## config.mk

```make
export PLATFORM = sky130hd
export DESIGN_NAME = abs_diff_sweep_monitor
export DESIGN_NICKNAME = d
export VERILOG_FILES = /design/src/rtl/abs_diff_mon_pkg.sv /design/src/rtl/abs_diff_err_acc.sv /design/src/rtl/abs_diff_sweep_monitor.sv
export SDC_FILE = /design/constraint.sdc
export NUM_CORES = 1
export LEC_CHECK = 0
export CELL_PAD_IN_SITES_DETAIL_PLACEMENT = 2
export CELL_PAD_IN_SITES_GLOBAL_PLACEMENT = 2
export CORE_ASPECT_RATIO = 2
export CORE_MARGIN = 2
export CORE_UTILIZATION = 31
export DETAILED_ROUTE_END_ITERATION = 16
export PLACE_DENSITY_LB_ADDON = 0.1
export RECOVER_POWER = 100
export SLEW_MARGIN = 20
export SYNTH_ARGS = -nofsm -noshare
export SYNTH_HDL_FRONTEND = slang
export SYNTH_SLANG_ARGS = --single-unit
```

## constraint.sdc

```tcl
create_clock -name clk -period 13.13 [get_ports clk]
set_input_delay 2.626 -clock clk [delete_from_list [all_inputs] [get_ports clk]]
set_output_delay 2.626 -clock clk [all_outputs]
set_load 0.02 [all_outputs]
```

## src/rtl/abs_diff_mon_pkg.sv

```systemverilog
// Shared definitions for the abs_diff sweep monitor: FSM state codes, sweep sizing
// and the reference |A-B| used to score each netlist response.
package abs_diff_mon_pkg;

  localparam int IN_W_DEF  = 8;
  localparam int N_VEC     = 2 ** IN_W_DEF;
  localparam int DRAIN_CYC = 2;

  typedef logic [1:0] state_t;

  localparam logic [1:0] ST_IDLE  = 2'd0;
  localparam logic [1:0] ST_SWEEP = 2'd1;
  localparam logic [1:0] ST_DRAIN = 2'd2;
  localparam logic [1:0] ST_DONE  = 2'd3;

  function automatic logic [15:0] exact_abs_diff(input logic [15:0] a, input logic [15:0] b);
    return (a >= b) ? (a - b) : (b - a);
  endfunction

endpackage

```

## src/rtl/abs_diff_err_acc.sv

```systemverilog
// S2 of the monitor: scores one registered netlist response against the exact
// |A-B| and folds the error into the max / sum / violation accumulators.
module abs_diff_err_acc
  import abs_diff_mon_pkg::*;
#(
  parameter int IN_W  = 8,
  parameter int OUT_W = 5,
  parameter int ET    = 16,
  parameter int SUM_W = IN_W + OUT_W
) (
  input  logic             clk,
  input  logic             rst_n,
  input  logic             clear,
  input  logic             valid,
  input  logic [IN_W-1:0]  vec,
  input  logic [OUT_W-1:0] resp,
  output logic [OUT_W:0]   max_err,
  output logic [SUM_W-1:0] sum_err,
  output logic [IN_W:0]    viol_cnt
);

  localparam int HALF = IN_W / 2;

  logic [HALF-1:0] op_a;
  logic [HALF-1:0] op_b;
  logic [OUT_W:0]  exact;
  logic [OUT_W:0]  resp_ext;
  logic [OUT_W:0]  err;

  assign op_a     = vec[HALF-1:0];
  assign op_b     = vec[IN_W-1:HALF];
  assign exact    = (OUT_W+1)'(exact_abs_diff(16'(op_a), 16'(op_b)));
  assign resp_ext = {1'b0, resp};
  assign err      = (resp_ext >= exact) ? (resp_ext - exact) : (exact - resp_ext);

  always_ff @(posedge clk or negedge rst_n) begin
    if (!rst_n) begin
      max_err  <= '0;
      sum_err  <= '0;
      viol_cnt <= '0;
    end else if (clear) begin
      max_err  <= '0;
      sum_err  <= '0;
      viol_cnt <= '0;
    end else if (valid) begin
      if (err > max_err) max_err <= err;
      sum_err <= sum_err + SUM_W'(err);
      if (int'(err) > ET) viol_cnt <= viol_cnt + (IN_W+1)'(1);
    end
  end

endmodule

```

## src/rtl/abs_diff_sweep_monitor.sv

```systemverilog
// Exhaustive stimulus/checker around a combinational approximate abs_diff netlist:
// sweeps every operand pair, scores each response and reports pass/fail against ET.
module abs_diff_sweep_monitor
  import abs_diff_mon_pkg::*;
#(
  parameter int IN_W  = IN_W_DEF,
  parameter int OUT_W = 5,
  parameter int ET    = 16,
  parameter int SUM_W = IN_W + OUT_W
) (
  input  logic             clk,
  input  logic             rst_n,
  input  logic             start,
  input  logic             abort,
  output logic [IN_W-1:0]  dut_in,
  input  logic [OUT_W-1:0] dut_out,
  output logic             busy,
  output logic             done,
  output logic [OUT_W:0]   max_err,
  output logic [SUM_W-1:0] sum_err,
  output logic [IN_W:0]    viol_cnt,
  output logic             pass
);

  localparam int LAST_IDX = (IN_W == IN_W_DEF) ? (N_VEC - 1) : ((2 ** IN_W) - 1);
  localparam logic [IN_W-1:0] LAST_VEC = IN_W'(LAST_IDX);

  state_t          state;
  logic [IN_W-1:0] vec;
  logic [1:0]      drain_cnt;
  logic            s0_valid;
  logic            s1_valid;
  logic [IN_W-1:0] s1_vec;
  logic [OUT_W-1:0] s1_resp;
  logic            pass_q;
  logic            start_ok;

  assign start_ok = start && !abort && ((state == ST_IDLE) || (state == ST_DONE));

  // The sweep ends on the terminal vector having been presented, so vec never wraps.
  always_ff @(posedge clk or negedge rst_n) begin
    if (!rst_n) begin
      state     <= ST_IDLE;
      vec       <= '0;
      dut_in    <= '0;
      drain_cnt <= '0;
      s0_valid  <= 1'b0;
      pass_q    <= 1'b0;
    end else if (abort) begin
      state    <= ST_IDLE;
      s0_valid <= 1'b0;
      pass_q   <= 1'b0;
    end else begin
      case (state)
        ST_IDLE, ST_DONE: begin
          if (start) begin
            state    <= ST_SWEEP;
            vec      <= '0;
            s0_valid <= 1'b0;
            pass_q   <= 1'b0;
          end
        end
        ST_SWEEP: begin
          if (s0_valid && (dut_in == LAST_VEC)) begin
            state     <= ST_DRAIN;
            s0_valid  <= 1'b0;
            drain_cnt <= '0;
          end else begin
            dut_in   <= vec;
            s0_valid <= 1'b1;
            if (vec != LAST_VEC) vec <= vec + IN_W'(1);
          end
        end
        ST_DRAIN: begin
          if (drain_cnt == 2'(DRAIN_CYC - 1)) begin
            state  <= ST_DONE;
            pass_q <= (viol_cnt == '0);
          end else begin
            drain_cnt <= drain_cnt + 2'd1;
          end
        end
        default: state <= ST_IDLE;
      endcase
    end
  end

  // S1 gives the netlist a full cycle between the dut_in register and capture.
  always_ff @(posedge clk or negedge rst_n) begin
    if (!rst_n) begin
      s1_valid <= 1'b0;
      s1_vec   <= '0;
      s1_resp  <= '0;
    end else begin
      s1_valid <= s0_valid && !abort;
      s1_vec   <= dut_in;
      s1_resp  <= dut_out;
    end
  end

  abs_diff_err_acc #(
    .IN_W  (IN_W),
    .OUT_W (OUT_W),
    .ET    (ET),
    .SUM_W (SUM_W)
  ) u_err_acc (
    .clk      (clk),
    .rst_n    (rst_n),
    .clear    (start_ok),
    .valid    (s1_valid),
    .vec      (s1_vec),
    .resp     (s1_resp),
    .max_err  (max_err),
    .sum_err  (sum_err),
    .viol_cnt (viol_cnt)
  );

  assign busy = (state == ST_SWEEP) || (state == ST_DRAIN);
  assign done = (state == ST_DONE);
  assign pass = pass_q;

endmodule

```

# After elaboration in Yosys (flattened, before gate mapping)
# Cells that the tools add are included.
dict set report op_classes {
  addsub 8
  n_bitwise 2
  order_cmp 4
  eq_ne 14
  n_mux 29
  reduce_logical 25
}
# op n
set ops {}
lappend ops {{2-to-1 mux 6 bit} 5}
lappend ops {{2-to-1 mux 9 bit} 3}
lappend ops {{2-to-1 mux 13 bit} 2}
lappend ops {{2-to-1 mux 8 bit} 3}
lappend ops {{case mux 8 bit (2 select lines)} 1}
lappend ops {{adder 13 x 6 -> 13 bit} 1}
lappend ops {{2-to-1 mux 2 bit} 6}
lappend ops {{!= test 2 bit, second input constant} 5}
lappend ops {{nonzero test 2 bit} 5}
lappend ops {{subtractor 4 x 4 -> 5 bit} 2}
lappend ops {{adder 9 x 1 -> 9 bit, second input constant} 1}
lappend ops {{logical NOT 9 bit} 1}
lappend ops {{!= test 3 bit, second input constant} 3}
lappend ops {{AND reduction 3 bit} 3}
lappend ops {{adder 8 x 1 -> 8 bit, second input constant} 1}
lappend ops {{equality test 8 bit, second input constant} 1}
lappend ops {{!= test 8 bit, second input constant} 1}
lappend ops {{greater-or-equal comparator 5 x 6 -> 1 bit} 1}
lappend ops {{> comparator 6 x 5 -> 1 bit, second input constant} 1}
lappend ops {{> comparator 6 bit} 1}
lappend ops {{case mux 2 bit (3 select lines)} 1}
lappend ops {{AND reduction 2 bit} 3}
lappend ops {{nonzero test 3 bit} 2}
lappend ops {{subtractor 5 x 6 -> 6 bit} 1}
lappend ops {{other kinds (16)} 28}
dict set report word_totals {
  elab_cells 94
  reg_bits 64
  out_inout_bits 39
  input_bits 9
}

# Depth between registers and ports, before layout
# Gate-level depths: netlist of the first run.
dict set report depth {
  depth_word 8
  depth_mapped 25
}

# Modules after synthesis
# From an unflattened synthesis of the first run, not the netlist that was laid out.
dict set report unflattened {
  cells_unflattened 446
  area_unflattened_um2 4231.6
}
# mod area_per_inst_um2 n_inst seq_area_each_um2 cells_per_inst
set modules_own_cells {}
lappend modules_own_cells {abs_diff_err_acc 2621.3 1 700.7 292}
lappend modules_own_cells {abs_diff_sweep_monitor 1610.3 1 900.9 154}

# Least setup slack after synthesis of the first run
# OpenSTA, ideal clock, no wires.
dict set report synth_timing {
  kind {reg-to-reg}
  from {reg s1_vec[0]}
  to {reg u_err_acc.max_err[1]}
  n_path_buf 2
  arrival_time_ps 4524
  setup_time_ps 132
  setup_slack_ps 8474
  path_stages_with_launch 24
  cell_sequence {dfrtp_1 -> inv_1 -> ha_1 -> nand2b_1 -> a211o_1 -> o211ai_1 -> nor2b_1 -> mux2_2 -> xnor2_1 -> ha_1 -> buf_4 -> a21oi_2 -> or2b_4 -> a211oi_1 -> or4_4 -> nand2_1 -> ha_1 -> a21o_1 -> a21oi_1 -> o21ai_0 -> o211a_1 -> clkbuf_1 -> a21oi_1 -> nor2_1}
}
dict set report synth_via {
  elab_chain_cells 7
  elab_cells_between_ends 14
}
# item line_no
set synth_lines {}
lappend synth_lines {{start: declaration} abs_diff_sweep_monitor.sv:33} ;# logic [IN_W-1:0] s1_vec;
lappend synth_lines {{start signal: assignment} abs_diff_sweep_monitor.sv:95} ;# s1_vec <= dut_in;
lappend synth_lines {{subtractor 4 x 4 -> 5 bit / greater-or-equal comparator 4 bit (equally long branches)} abs_diff_mon_pkg.sv:17} ;# return (a >= b) ? (a - b) : (b - a);
lappend synth_lines {{2-to-1 mux 6 bit *} abs_diff_mon_pkg.sv:17}
lappend synth_lines {{subtractor 6 x 5 -> 6 bit (tied with other cells)} abs_diff_err_acc.sv:34} ;# assign err = (resp_ext >= exact) ? (resp_ext - exact) : (exact - resp_ext);
lappend synth_lines {{2-to-1 mux 6 bit *} abs_diff_err_acc.sv:34}
lappend synth_lines {{> comparator 6 bit / 2-to-1 mux 6 bit (equally long branches)} abs_diff_err_acc.sv:46} ;# if (err > max_err) max_err <= err;
lappend synth_lines {{nonzero test 2 bit (no line) / 2-to-1 mux 6 bit (equally long branches)} n/a}
lappend synth_lines {{AND reduction 2 bit (no line) / 2-to-1 mux 6 bit (equally long branches)} n/a}
lappend synth_lines {{end signal: assignment} abs_diff_err_acc.sv:46}
lappend synth_lines {{end: declaration} abs_diff_err_acc.sv:17} ;# output logic [OUT_W:0] max_err,
# Every way passes the cells marked *; elsewhere a longest branch is shown, timed or not. The select of a mux whose other input is x is not followed.
# A chain may end at the register's enable or synchronous reset.

==> reports/metrics.cfg, run 1 <==
[yosys]
synth_warnings=0
syn-num-nets=465
ys.flop_type=dfrtp_1
synthTopCellsByArea=dfrtp_1, ha_1, inv_1, nor2_1, a21oi_1
synth_top_family_by_area=simple AND/OR/NAND/NOR gates
seq_area_frac_synth_pct=39.48
yosysTopAreaCell=dfrtp_1
synth_adder_area_share_pct=14.50
synth-xor-area-share_pct=3.671
synthTopCellsByCount=dfrtp_1, inv_1, ha_1
syn_area_per_cell_um2=9.846
syn_inst=412
ys_ff_latch=64
synth_top_area_share_pct=39.48
synth.area.mux_share_pct=4.997
synth-simple-area-share_pct=16.26
synth_edf_count=0
synth_compound_area_share_pct=15.73
synth-async-reset-ratio_pct=100.0
synth_cell_types=55
netlist_area_um2=4056
yosysMostFrequentCell=dfrtp_1

[worst_setup_path]
criticalPathCategory=in -> async
r2r_setup_slack_ps=7760
start_kind=input port
cp_max_fo=64
arrival_ps=5360
crit_buf_inv=2
cp_cell_sequence=buf_2 > clkbuf_1
max_stage_delay_ps=2590
end_kind=asynchronous set/reset pin
cpMaxStageDelayCell=clkbuf_1
worstReg2RegStart=s1_vec[0]
ff2ff_path_depth=23
cp_data_required_time_ps=12710
cp_top_family=buffers and inverters
reg2reg_to=u_err_acc.sum_err[12]

[drt]
drt-wirelength-per-cell_um=18.75
dr.pass1.iters=4
route.detailed.drc=0
antenna_left=0
vias=3267
drt-vias-per-instance=5.286
drt_iter0_markers=59
drt-total-wl_um=11590

[finish]
num_antenna_cells=0
n_fill_cell=1386
utilization_pct=38.63
nets=514
area_growth_pct=23.04
drive_gt1_share_pct=7.296

[placement]
post-place-ws_ps=7874
gp_congestion=0.8094
place.port_buffers=47
dpl.hpwl_um=8900

[floorplanning]
dieArea_um2=14070
start_util_pct=31.40
core_um2=12920
fp-row-count=59
die_h_um=165.8
die_w_um=84.89
num_io_pins=48

[clock_network]
ctsHoldBuffers=0
htree_levels=3
cts_buffers=9
post_cts_resized=0
cts_root_buf=clkbuf_16
cts_tree=yes
post-cts-setup-buffers=0
ctsLongestPathBuffers=2
clk_latency_ps=330
clk_pin_slew_ps=60
cts.sinks=64

[timing]
timing.final.max_slew_violations=65
final.min_clock_period_ps=5776
fin_ws_ps=7354
clock.fmax_ghz=0.1731
setup_tns_ps=0
timing.slew.headroom_pct=-147.1
setup_violations=0
skew_ps=6.187
rsz0062_at_grt=false
hold_violations=0
worstMarginPinSlew_ps=3706
period_share_pct=43.99

[grt]
track_usage_pct=18.00
grt_max_degree=65
antenna_found_initial=0
grt_pass1_wl_um=19890
gr-total-overflow=0
grt_pass1_vias=3847

[min_path]
hold_class=reg -> reg
holdCritStartpoint=dut_in[3]
hold_depth=0
worstHoldEndpoint=s1_vec[3]

[flow_run]
max_cap_violations=1

[outcome]
violations=max-capacitance violations, max-slew violations
status=complete, but fails checks

-- cells by family after synthesis --
family / after synthesis
AND/OR/NAND/NOR: 124
multiplexers: 19
buffers and inverters: 53
adder cells (fa/ha/maj): 44
AO/OA/AOI/OAI: 91
flip-flops: 64
XOR/XNOR: 17
-- layer usage --
layer | up-vias | track usage, % | routed length [um]
met3 | 12 | 3.131 | 245
li1 | 1525 | - | -
met2 | 39 | 36.15 | 7030
met5 | - | 0 | 0
met1 | 1691 | 17.76 | 4078
met4 | 0 | 6.004 | 235
-- sequential cells by signal (all words and copies together), names as in the netlist, 2 cells and up --
register and count:
u_err_acc.sum_err 13, u_err_acc.viol_cnt 9, dut_in 8, s1_vec 8
vec 8, u_err_acc.max_err 6, s1_resp 5, drain_cnt 2
state 2
-- worst max path at each step --
stage,start,to,slack (ps),depth (start not counted)
6_report,rst_n,u_err_acc.viol_cnt[4],7350,2
5_1_grt,rst_n,u_err_acc.viol_cnt[4],6650,2
4_1_cts,s1_vec[0],u_err_acc.sum_err[6],7840,23
3_5_place_dp,s1_vec[0],u_err_acc.sum_err[6],7870,23
3_3_place_gp,s1_vec[0],u_err_acc.max_err[4],8010,22
2_1_floorplan,s1_vec[0],u_err_acc.max_err[1],8470,23
-- cells in the final DEF (no fill, tap or decap), drive strengths merged, types with 8 or more instances in the layout --
| master | instances |
|---|---|
| dfrtp | 64 |
| dlygate4sd3 | 46 |
| inv | 42 |
| ha | 39 |
| nor2 | 37 |
| a21oi | 25 |
| nand2 | 22 |
| o21ai | 16 |
| a21o | 13 |
| clkbuf | 11 |
| nor2b | 10 |
| mux2 | 10 |
| xnor2 | 9 |
| mux2i | 9 |
| nand3 | 9 |
| nand4 | 8 |
| xor2 | 8 |
-- final cells by class --
class / instances / area, um2 / area share [%]
clock buffer: 9 / 225.2 / 4.512
inverter: 42 / 157.7 / 3.159
tap: 152 / 190.2 / 3.810
sequential: 64 / 1602 / 32.09
multi-input combinational: 295 / 2223 / 44.55
timing repair buffer: 49 / 473.0 / 9.476
clock inverter: 7 / 120.1 / 2.407
-- through the flow --
stage | area (um2) | instances | hold WS [ps]
floorplan | 4056 | 412 | 469.9
global placement | 4673 | 602 | 413.0
detailed placement | 4673 | 602 | 419.7
CTS | 5019 | 618 | 434.9
global route | 4991 | 618 | 433.7
finish | 4991 | 618 | 424.5
-- worst reg2reg max path, stage by stage, from the launching register on --
cell and delay [ps]:
dfrtp_1 340, inv_1 50, ha_1 330, nand2b_1 160, a211o_1 320, o211ai_1 120, nor2b_1 300, mux2_1 380
xnor2_1 190, ha_1 380, a21oi_1 300, nor2b_1 160, o21ai_0 250, and2_0 330, inv_1 110, fa_1 440
nor2b_1 120, o21ai_0 90, nand2b_1 120, a21o_1 130, a21oi_1 120, nor3b_1 280, xnor2_1 150, nor2_1 60
Power of run 1 is not shown: default switching activity piles up to over one toggle a cycle in this logic, so the estimate is an artifact.
==> inputs of run 2 (changes only) <==
==> constraint.sdc (replaced) <==
create_clock -name clk -period 5.13 [get_ports clk]
set_input_delay 1.026 -clock clk [delete_from_list [all_inputs] [get_ports clk]]
set_output_delay 1.026 -clock clk [all_outputs]
set_load 0.02 [all_outputs]
==> run 2 against run 1 <==
Compared with the run above:
- the flow still finishes with violations (max-capacitance violations, max-slew violations)
- clock skew grew 5.8 ps
- worst setup slack lost 7200 ps
- routed wire length up 9.8%
- critical path depth increased by 20
- die area stayed put
- cell area is 4.8% higher
- non-clock buffer count is 10 higher
- critical endpoint is now u_err_acc.max_err[0]
==> reports/metrics.cfg, run 2 (same netlist as run 1, synthesis figures left out) <==
[drt]
route.detailed.drc=0
drt_iter0_markers=80
antenna_left=0
drt-total-wl_um=12730
dr.pass1.iters=3
vias=3341
drt-vias-per-instance=5.312
drt-wirelength-per-cell_um=20.24

[finish]
num_antenna_cells=0
largest_reg_flops=13
layout_commonest_cell=dfrtp_1
max_flop_register=u_err_acc.sum_err
area_growth_pct=28.93
n_fill_cell=1391
nets=525
top_regs=u_err_acc.sum_err x13, u_err_acc.viol_cnt x9
utilization_pct=40.48
drive_gt1_share_pct=14.88
final_cell_mix=dfrtp_1, dlygate4sd3_1, inv_1, nor2_1, ha_1

[floorplanning]
core_um2=12920
die_h_um=165.8
num_io_pins=48
dieArea_um2=14070
start_util_pct=31.40
fp-row-count=59
die_w_um=84.89

[clock_network]
cts.sinks=64
ctsHoldBuffers=0
cts_root_buf=clkbuf_16
clk_pin_slew_ps=70
ctsLongestPathBuffers=2
htree_levels=3
cts_buffers=9
cts_tree=yes
clk_latency_ps=340

[worst_setup_path]
start_kind=flop
cp_top_family=compound AO/OA/AOI/OAI gates
max_stage_delay_ps=340
cp_cell_sequence=inv_1 > ha_1 > nand2b_1 > a211o_1 > o211ai_1 > nor2b_4 > mux2i_2 > xor2_1 > inv_1 > ha_4 > nand3_4 > o21bai_4 > buf_4 > nor3_1 > a22o_1 > xor2_1 > ha_1 > nand3_1 > o21ai_2 > o211a_2 > mux2i_1 > nor2_1
r2r_setup_slack_ps=190
end_kind=flop
crit_buf_inv=3
cp_data_required_time_ps=5320
cpMaxStageDelayCell=dfrtp_1
cp_max_fo=6
arrival_ps=5120
criticalPathCategory=reg -> reg

[placement]
place.port_buffers=47
dpl.hpwl_um=9538
gp_congestion=0.8764
post-place-ws_ps=-215.0

[timing]
timing.slew.headroom_pct=-44.00
fin_ws_ps=191.7
hold_violations=0
hold_slack_ps=425.7
clock.fmax_ghz=0.2025
setup_violations=0
worstMarginPinSlew_ps=2160
rsz0062_at_grt=true
period_share_pct=96.26
timing.final.max_slew_violations=67
final.min_clock_period_ps=4938
skew_ps=11.97

[grt]
grt_pass1_wl_um=20550
met2_usage_pct=37.08
met3_usage_pct=2.982
track_usage_pct=18.87
antenna_found_initial=0
gr-total-overflow=0
grt_pass1_vias=3765
grt_max_degree=36
busiest_layer=met2
use_met1_pct=19.38

[flow_run]
max_cap_violations=2

[outcome]
status=complete, but fails checks
violations=max-capacitance violations, max-slew violations

[min_path]
hold_class=reg -> reg

run 2: cell type report:
| class | instances | area (um2) | area share (%) |
|---|---|---|---|
| Clock buffer | 9 | 225.2 | 4.306 |
| Clock inverter | 7 | 102.6 | 1.962 |
| Tap cell | 152 | 190.2 | 3.636 |
| Multi-Input combinational cell | 296 | 2402 | 45.93 |
| Timing Repair Buffer | 59 | 550.5 | 10.53 |
| Sequential cell | 64 | 1602 | 30.62 |
| Inverter | 42 | 157.7 | 3.014 |
run 2: what timing repair did:
item	in CTS	in global routing
pin swaps	0	3
resized for setup	10	24
setup buffers	0	4
cloned	0	1
setup endpoints to repair	13	16
run 2: final timing paths:
| path | startpoint | endpoint | depth (start not counted) |
|---|---|---|---|
| hold reg to reg | dut_in[3] | s1_vec[3] | 0 |
| setup / recovery | s1_vec[0] | u_err_acc.max_err[0] | 22 |
| setup reg to reg | s1_vec[0] | u_err_acc.max_err[0] | 22 |
| hold / removal | dut_in[3] | s1_vec[3] | 0 |
| max in group asynchronous | rst_n | u_err_acc.viol_cnt[1] | 2 |
| min in group asynchronous | rst_n | s1_resp[1] | 1 |
run 2: per-layer routing:
layer / wire length (um) / up-vias
li1: - / 1563
met4: 321 / 0
met3: 231 / 17
met2: 7548 / 47
met5: 0 / -
met1: 4627 / 1714
run 2: worst reg2reg max path: stages, from the launching register on:
cell      delay [ps]
dfrtp_1          340
inv_1             50
ha_1             320
nand2b_1         160
a211o_1          320
o211ai_1         140
nor2b_4          240
mux2i_2          240
xor2_1           220
inv_1            120
ha_4             320
nand3_4          110
o21bai_4         250
buf_4            160
nor3_1            40
a22o_1           260
xor2_1           170
ha_1             330
nand3_1          170
o21ai_2          220
o211a_2          310
mux2i_1          230
nor2_1            70
run 2: metrics by stage:
| stage | instance area [um2] | setup TNS [ps] | std cells |
|---|---|---|---|
| global route | 5230 | -371.2 | 629 |
| CTS | 5084 | 0 | 624 |
| detailed placement | 4718 | -1329 | 608 |
| finish | 5230 | 0 | 629 |
| floorplan | 4056 | 0 | 412 |
| global placement | 4718 | -33.69 | 608 |
Power of run 2 is left out for the same reason.
